===== config.mk =====
export PLATFORM = sky130hd
export DESIGN_NAME = s3g_packet_rx
export DESIGN_NICKNAME = d
export VERILOG_FILES = /design/src/rtl/s3g_packet_rx.sv
export SDC_FILE = /design/constraint.sdc
export NUM_CORES = 1
export LEC_CHECK = 0
export ABC_AREA = 1
export ABC_CLOCK_PERIOD_IN_PS = 2600
export CORE_MARGIN = 4
export CORE_UTILIZATION = 35
export DETAILED_ROUTE_END_ITERATION = 10
export PLACE_DENSITY = 0.47
export RECOVER_POWER = 50
export SLEW_MARGIN = 20
export SYNTH_ARGS = -nofsm -noshare
export SYNTH_HDL_FRONTEND = slang
export SYNTH_SLANG_ARGS = --single-unit

===== constraint.sdc =====
create_clock -name clk_i -period 2.6 [get_ports clk_i]
set_clock_uncertainty 0.1 [all_clocks]
set_input_delay 0.52 -clock clk_i [delete_from_list [all_inputs] [get_ports clk_i]]
set_output_delay 0.52 -clock clk_i [all_outputs]
set_load 0.005 [all_outputs]

===== src/rtl/s3g_packet_rx.sv =====
// s3g_packet_rx: S3G host-protocol byte receiver (0xD5 | len | payload | CRC-8 Maxim).
// Holds one accepted payload on a registered random-access read port until acknowledged.
`default_nettype none

module s3g_packet_rx #(
  parameter int MAX_PAYLOAD = 32,
  parameter int TIMEOUT     = 100000
) (
  input  logic       clk_i,
  input  logic       rst_ni,
  input  logic [7:0] rx_data_i,
  input  logic       rx_done_i,
  input  logic       pkt_ack_i,
  input  logic [7:0] rd_addr_i,
  output logic [7:0] rd_data_o,
  output logic       pkt_valid_o,
  output logic [7:0] pkt_len_o,
  output logic       crc_err_o,
  output logic       len_err_o,
  output logic       timeout_o,
  output logic       overrun_o
);

  localparam int         AW      = (MAX_PAYLOAD > 1) ? $clog2(MAX_PAYLOAD) : 1;
  localparam int         CW      = (TIMEOUT > 1) ? $clog2(TIMEOUT) : 1;
  localparam int         TLIM_I  = (TIMEOUT > 0) ? TIMEOUT - 1 : 0;
  localparam logic [CW-1:0] TLIM = CW'(TLIM_I);
  localparam logic [7:0] MAX_LEN = 8'(MAX_PAYLOAD);
  localparam logic [7:0] SYNC    = 8'hD5;

  typedef enum logic [2:0] {
    S_IDLE    = 3'd0,
    S_LEN     = 3'd1,
    S_PAYLOAD = 3'd2,
    S_CRC     = 3'd3,
    S_HOLD    = 3'd4
  } state_e;

  state_e        state_q;
  logic [7:0]    len_q;
  logic [7:0]    idx_q;
  logic [7:0]    crc_q;
  logic [CW-1:0] tcnt_q;
  logic [7:0]    pkt_len_q;
  logic          pkt_valid_q;
  logic [7:0]    rd_data_q;
  logic          crc_err_q;
  logic          len_err_q;
  logic          timeout_q;
  logic          overrun_q;
  logic [7:0]    buf_q [0:MAX_PAYLOAD-1];

  logic [7:0]    crc_d;
  logic          w_active;
  logic          w_tmo;
  logic          w_rd_hit;

  // Reflected Dallas/Maxim CRC-8, one byte LSB first.
  function automatic logic [7:0] crc8_byte(input logic [7:0] crc, input logic [7:0] data);
    logic [7:0] c;
    c = crc ^ data;
    for (int i = 0; i < 8; i++) begin
      c = c[0] ? ((c >> 1) ^ 8'h8C) : (c >> 1);
    end
    return c;
  endfunction

  assign crc_d    = crc8_byte(crc_q, rx_data_i);
  assign w_active = (state_q == S_LEN) || (state_q == S_PAYLOAD) || (state_q == S_CRC);
  assign w_tmo    = (TIMEOUT != 0) && !rx_done_i && (tcnt_q == TLIM);
  assign w_rd_hit = (rd_addr_i < pkt_len_q);

  always_ff @(posedge clk_i or negedge rst_ni) begin
    if (!rst_ni) begin
      state_q     <= S_IDLE;
      len_q       <= '0;
      idx_q       <= '0;
      crc_q       <= '0;
      tcnt_q      <= '0;
      pkt_len_q   <= '0;
      pkt_valid_q <= 1'b0;
      rd_data_q   <= '0;
      crc_err_q   <= 1'b0;
      len_err_q   <= 1'b0;
      timeout_q   <= 1'b0;
      overrun_q   <= 1'b0;
    end else begin
      crc_err_q <= 1'b0;
      len_err_q <= 1'b0;
      timeout_q <= 1'b0;
      overrun_q <= 1'b0;
      rd_data_q <= w_rd_hit ? buf_q[rd_addr_i[AW-1:0]] : 8'h00;

      if (!w_active || rx_done_i) begin
        tcnt_q <= '0;
      end else if (TIMEOUT != 0) begin
        tcnt_q <= tcnt_q + 1'b1;
      end

      unique case (state_q)
        S_IDLE: begin
          if (rx_done_i && rx_data_i == SYNC) state_q <= S_LEN;
        end
        S_LEN: begin
          if (rx_done_i) begin
            len_q <= rx_data_i;
            crc_q <= '0;
            idx_q <= '0;
            if (rx_data_i > MAX_LEN) begin
              len_err_q <= 1'b1;
              state_q   <= S_IDLE;
            end else if (rx_data_i == 8'h00) begin
              state_q <= S_CRC;
            end else begin
              state_q <= S_PAYLOAD;
            end
          end else if (w_tmo) begin
            timeout_q <= 1'b1;
            state_q   <= S_IDLE;
          end
        end
        S_PAYLOAD: begin
          if (rx_done_i) begin
            crc_q <= crc_d;
            idx_q <= idx_q + 8'd1;
            if (idx_q == len_q - 8'd1) state_q <= S_CRC;
          end else if (w_tmo) begin
            timeout_q <= 1'b1;
            state_q   <= S_IDLE;
          end
        end
        S_CRC: begin
          if (rx_done_i) begin
            if (rx_data_i == crc_q) begin
              pkt_len_q   <= len_q;
              pkt_valid_q <= 1'b1;
              state_q     <= S_HOLD;
            end else begin
              crc_err_q <= 1'b1;
              state_q   <= S_IDLE;
            end
          end else if (w_tmo) begin
            timeout_q <= 1'b1;
            state_q   <= S_IDLE;
          end
        end
        S_HOLD: begin
          // An ack releases the packet and lets a coincident byte start a new hunt.
          if (pkt_ack_i) begin
            pkt_valid_q <= 1'b0;
            state_q     <= (rx_done_i && rx_data_i == SYNC) ? S_LEN : S_IDLE;
          end else if (rx_done_i) begin
            overrun_q <= 1'b1;
          end
        end
        default: state_q <= S_IDLE;
      endcase
    end
  end

  always_ff @(posedge clk_i) begin
    if (state_q == S_PAYLOAD && rx_done_i) buf_q[idx_q[AW-1:0]] <= rx_data_i;
  end

  assign rd_data_o   = rd_data_q;
  assign pkt_valid_o = pkt_valid_q;
  assign pkt_len_o   = pkt_len_q;
  assign crc_err_o   = crc_err_q;
  assign len_err_o   = len_err_q;
  assign timeout_o   = timeout_q;
  assign overrun_o   = overrun_q;

endmodule

`default_nettype wire


* After elaboration in Yosys (flattened, before gate mapping)
Memory sizes are Yosys's and may differ from the RTL's. Index checks and enable logic that the tools add are counted.
Storage, ports and cells: register bits after elaboration 65, output and inout port bits 21, memories kept 1, RAM bits 256, memory bits (read-only) 0, latch bits 0
Memory list:
- buf_q | words 32, bits a word 8, read ports 1, clocked after memory_dff 0, wr ports 1, line 51 | logic [7:0] buf_q [0:MAX_PAYLOAD-1];
Cells by class: divide/modulo/power cells 0, $mul 0, mux-type cells 45, $lt $le $gt $ge 2, add/sub/neg operators 3, shift-type cells 0, reduce and logical (&&, ||, !) cells 18, bitwise gates (word level) 9, equal/unequal tests 15
Operators with widths (count):
- 2-to-1 mux 8 bit | 12
- one-hot mux 8 bit (2 select lines) | 2
- 2-to-1 mux 3 bit | 8
- inverter 2 -> 3 bit | 8
- 2-to-1 mux 1 bit | 19
- adder 17 x 1 -> 17 bit, second input constant | 1
- equality test 17 bit, second input constant | 1
- 2-to-1 mux 17 bit | 1
- equality test 8 bit | 2
- one-hot mux 3 bit (5 select lines) | 1
- inequality test 2 bit, second input constant | 5
- AND reduction 3 bit | 3
- adder 8 x 1 -> 8 bit, second input constant | 1
- equality test 8 bit, second input constant | 1
- greater-than comparator 8 x 6 -> 1 bit, second input constant | 1
- zero test 8 bit | 1
- less-than comparator 8 bit | 1
- subtractor 8 x 1 -> 8 bit, second input constant | 1
- XOR 8 bit | 1
- equality test 3 x 2 -> 1 bit, second input constant | 2
- AND reduction 4 bit | 1
- nonzero test 2 bit | 2
- equality test 3 x 1 -> 1 bit, second input constant | 1
- equality test 3 bit, second input constant | 1
- other kinds (10) | 15

* Depth between registers and ports, before layout
depth after elaboration 19, depth in mapped cells 13

* Worst setup path after synthesis
No wires, ideal clock.
path kind input to register, from input port rx_done_i, to memory buf_q[4][0] (enable), required time 2.130 ns, path buffers 2, arrival time 1.525 ns, cell stages on the path 6, path slack 0.605 ns, cell sequence buf_2 -> nand2_4 -> inv_2 -> buf_4 -> nand2_2 -> nor2_1
Between the ends: longest elaborated chain between the ends 3
Ends and longest elaborated chain:
- from (decl) | line 12 | input logic rx_done_i,
- logical AND 1 bit | line 162 | if (state_q == S_PAYLOAD && rx_done_i) buf_q[idx_q[AW-1:0]] <= rx_data_i;
- 2-to-1 mux 1 bit | line 162
- 2-to-1 mux 1 bit (implied by the code) | line 162
- to (decl) | line 51
No other way between the ends.

* Worst setup path in the final report
from input port rx_data_i[1], to memory buf_q[13][1] (data pin)
RTL lines:
- from (decl) | line 11 | input logic [7:0] rx_data_i,
No word-level cell before the write port.

==> parameters.txt <==
Parameter                              Value

STA
  Number of pins with negative max-slew slack in the final report    33
  Period Utilization, post-route    86.1%
  Total negative setup slack    0 ns
  Worst-margin pin slew    1.67 ns
  Relative slew slack    -11.5%
  RSZ-0062 raised after global routing    false
  Final worst path period need    2.24 ns
  Endpoints failing setup    0
  Final Hold Violating Endpoints    0
  Fmax    447 MHz

Finish
  Number of cells in the finished layout apart from fillers    1989
  Number of nets in the layout    1469
  Register cell area after layout    0.00931 sq mm
  Total non-filler cell area in the finished layout    0.0167 sq mm
  Number of fill cells in the layout    3861
  Share of cells above drive strength 1    11.3%
  Area growth from synthesis to layout    18.9%
  Area used by multi-input combinational logic    0.00414 sq mm
  Ant. Diodes    0

Synthesis
  Post-Synthesis Cell Area    0.0141 sq mm
  Library cells used by synthesis    39
  Number of enable flip-flop cells after synthesis    256
  Synth area leader    edfxtp_1
  Area fraction of the dominant cell type after synthesis    54.6%
  Dominant cell by count in the synthesized netlist    nand2_1
  Xor and xnor area share after synthesis    1.53%
  Mapped Nets    1359
  Synth Flop Type    edfxtp_1
  Simple-gate area share of the yosys netlist    23.1%
  Synthesized flop and latch total    321
  Area fraction in compound gates after synthesis    3.81%
  Most instantiated cells after synthesis    nand2_1 (344), edfxtp_1 (256), nand3_1 (249)
  Average size of a mapped cell    10.6 sq um
  Proportion of synthesized chip area in sequential cells    66.1%
  Number of warnings issued by yosys    0
  Synthesized-area fraction occupied by adder cells    1.15%
  Proportion of synthesized flip-flops having asynchronous set or reset    20.2%
  Number of instances in the synthesized netlist    1326
  Dominant combinational cell family by area after synthesis    simple AND/OR/NAND/NOR gates
  Biggest area contributors in the synthesized netlist    edfxtp_1 (55%), dfrtp_1 (12%), nand2_1 (9.2%), nand3_1 (8.8%), nor2_1 (2.8%)
  Post-synthesis mux area share    0%

Setup path
  Launch point of the worst path    rx_data_i[1]
  Flop-to-flop setup slack    0.44 ns
  Endpoint arrival time on the critical path    2.31 ns
  Endpoint class of the critical path    register
  Worst Reg2Reg Path Length in Cells    8
  Endpoint of the worst setup timing path    buf_q[13][1]
  Reg-to-Reg Start    state_q[2]
  Max FO, Critical Path    20
  Startpoint-to-endpoint class of the critical path    in -> reg
  Destination of the worst register-to-register timing path    idx_q[7]
  Launching element type of the critical path    primary input
  Required time worst endpoint    2.67 ns

Routing
  Remaining DRCs    0
  Number of design-rule violations left by the first detailed-router iteration    624
  Antenna-violating nets left    0
  Total iterations of the first detailed-routing run    5
  Average detailed-routed wire length per instance    19.5 um
  Wirelength, routed    38.8 mm
  Total via count in the routed design    9830
  Number of vias per cell after detailed routing    4.94

Placed design
  Post-placement cell count    1921
  Placed cell area    0.0156 sq mm
  Half-perimeter wire length after detailed placement    25.4 mm
  Count of input and output buffers    40
  Final GP Congestion    0.804

Floorplanning
  Die footprint    0.0435 sq mm
  I/O pin count    41
  Die boundary width    209 um
  Site Rows    73
  Floorplan die height    209 um
  Starting Density    35.5%
  Core Region    0.0397 sq mm

Global route
  Met1 Resource Use GR    26.2%
  Wire length of the first global-routing pass    59.3 mm
  Total Routing Usage GR    17.7%
  Initial antenna violation count    1
  Highest-utilization routing layer at the global route stage    met2
  Met2 GRT Util    27.7%
  Met3 Resource Use GR    2.24%
  Vias in the first global route    9485
  Congestion Overflow GR    0
  Pin count of the biggest net entering global routing    49

Status
  Failing checks    capacitance limit, slew limit
  Outcome    complete, but fails checks

Clock tree
  CTS tree    built
  Clock network latency to the later pin of the worst-skew pair    0.53 ns
  Number of clock sinks    321
  Clock root buffer    clkbuf_16
  Number of buffers created by CTS    37
  Clock slew seen by the registers of the worst setup and hold paths    0.06 ns
  Maximum level of the CTS H-tree    2
  Cts repair resizes    0
  Bufs on Longest Clock Path    3
  Buffers inserted during post-CTS setup optimization    0
  Post-cts hold buffer count    1

Run
  Number of violations of the max-capacitance limit    1

Power
  Ratio of total power to cell area    782 mW/mm^2
  Maximum ir drop on the vdd rail    0.458 mV
  Lkg Pwr    6.36 nW
  Final Power    13.1 mW

Worst hold path
  Class of the tightest hold or removal check    in -> reg
-- registers in the layout, summed over array words and instances, names as in the netlist --
name	count
crc_q	8
timeout_o	1
buf_q	256
state_q	3
idx_q	8
crc_err_o	1
tcnt_q	17
len_q	8
pkt_len_o	8
pkt_valid_o	1
overrun_o	1
len_err_o	1
rd_data_o	8
-- stage by stage --
| step | util (%) | hold slack [ns] | setup slack [ns] |
|---|---|---|---|
| 3_5_place_dp | 39.2 | 0.362 | 0.129 |
| 4_1_cts | 42.4 | 0.270 | 0.426 |
| 6_report | 42.2 | 0.313 | 0.361 |
| 2_1_floorplan | - | 0.124 | 0.605 |
| 3_3_place_gp | 39.2 | 0.350 | 0.110 |
| 5_1_grt | 42.2 | 0.312 | 0.201 |
-- cells in the final DEF, fill, tap and decap left out, drive strengths merged, types with 7 or more instances in the layout --
cell and n:
a21oi 33, buf 77, clkbuf 67, clkdlybuf4s50 29, clkinv 13, dfrtp 65, edfxtp 256, ha 13
inv 71, nand2 353, nand3 249, nand4 7, nor2 110, nor3 18, o21ai 54, xnor2 9
xor2 13
-- cell families after synthesis --
logic type	count (synthesis)
buf+inv	129
fa+ha+maj	13
compound gates	97
xor+xnor	22
flops	321
simple gates	744
-- metal layers --
layer	wire length, um	part of all wire [%]
met5	0	0
met2	17800	46
met1	19000	49
met4	826	2.1
met3	1200	3.1
-- where the power goes --
part           switching [mW]  leakage [nW]  internal (mW)
sequential              0.207          3.18           5.74
clock                    2.06         0.607           3.22
combinational            1.23          2.57          0.640
total                    3.50          6.36           9.60
-- layout make-up --
type                       instances  share of cell area (%)
clock buffer                      50                    6.25
clock inverter                    17                    1.13
inverter                          71                    1.62
multi-input combinational        876                    24.7
sequential                       321                    55.6
tap                              525                    3.92
timing repair buffer             129                    6.72
-- worst max-delay path, cell delays in order --
cell and delay, ns:
dlygate4sd3_1 0.63, buf_4 0.32, clkbuf_1 0.82
-- worst min path at each step --
stage	startpoint	end	slack [ns]	depth (start not counted)
floorplan	rst_ni	crc_err_o	0.12	0
global placement	tcnt_q[0]	tcnt_q[0]	0.35	1
detailed placement	tcnt_q[0]	tcnt_q[0]	0.36	1
CTS	rx_data_i[5]	len_q[5]	0.27	3
global route	rx_data_i[5]	len_q[5]	0.31	3
finish	rx_data_i[5]	len_q[5]	0.31	3
Note: power is estimated with default switching activity, not from simulation.
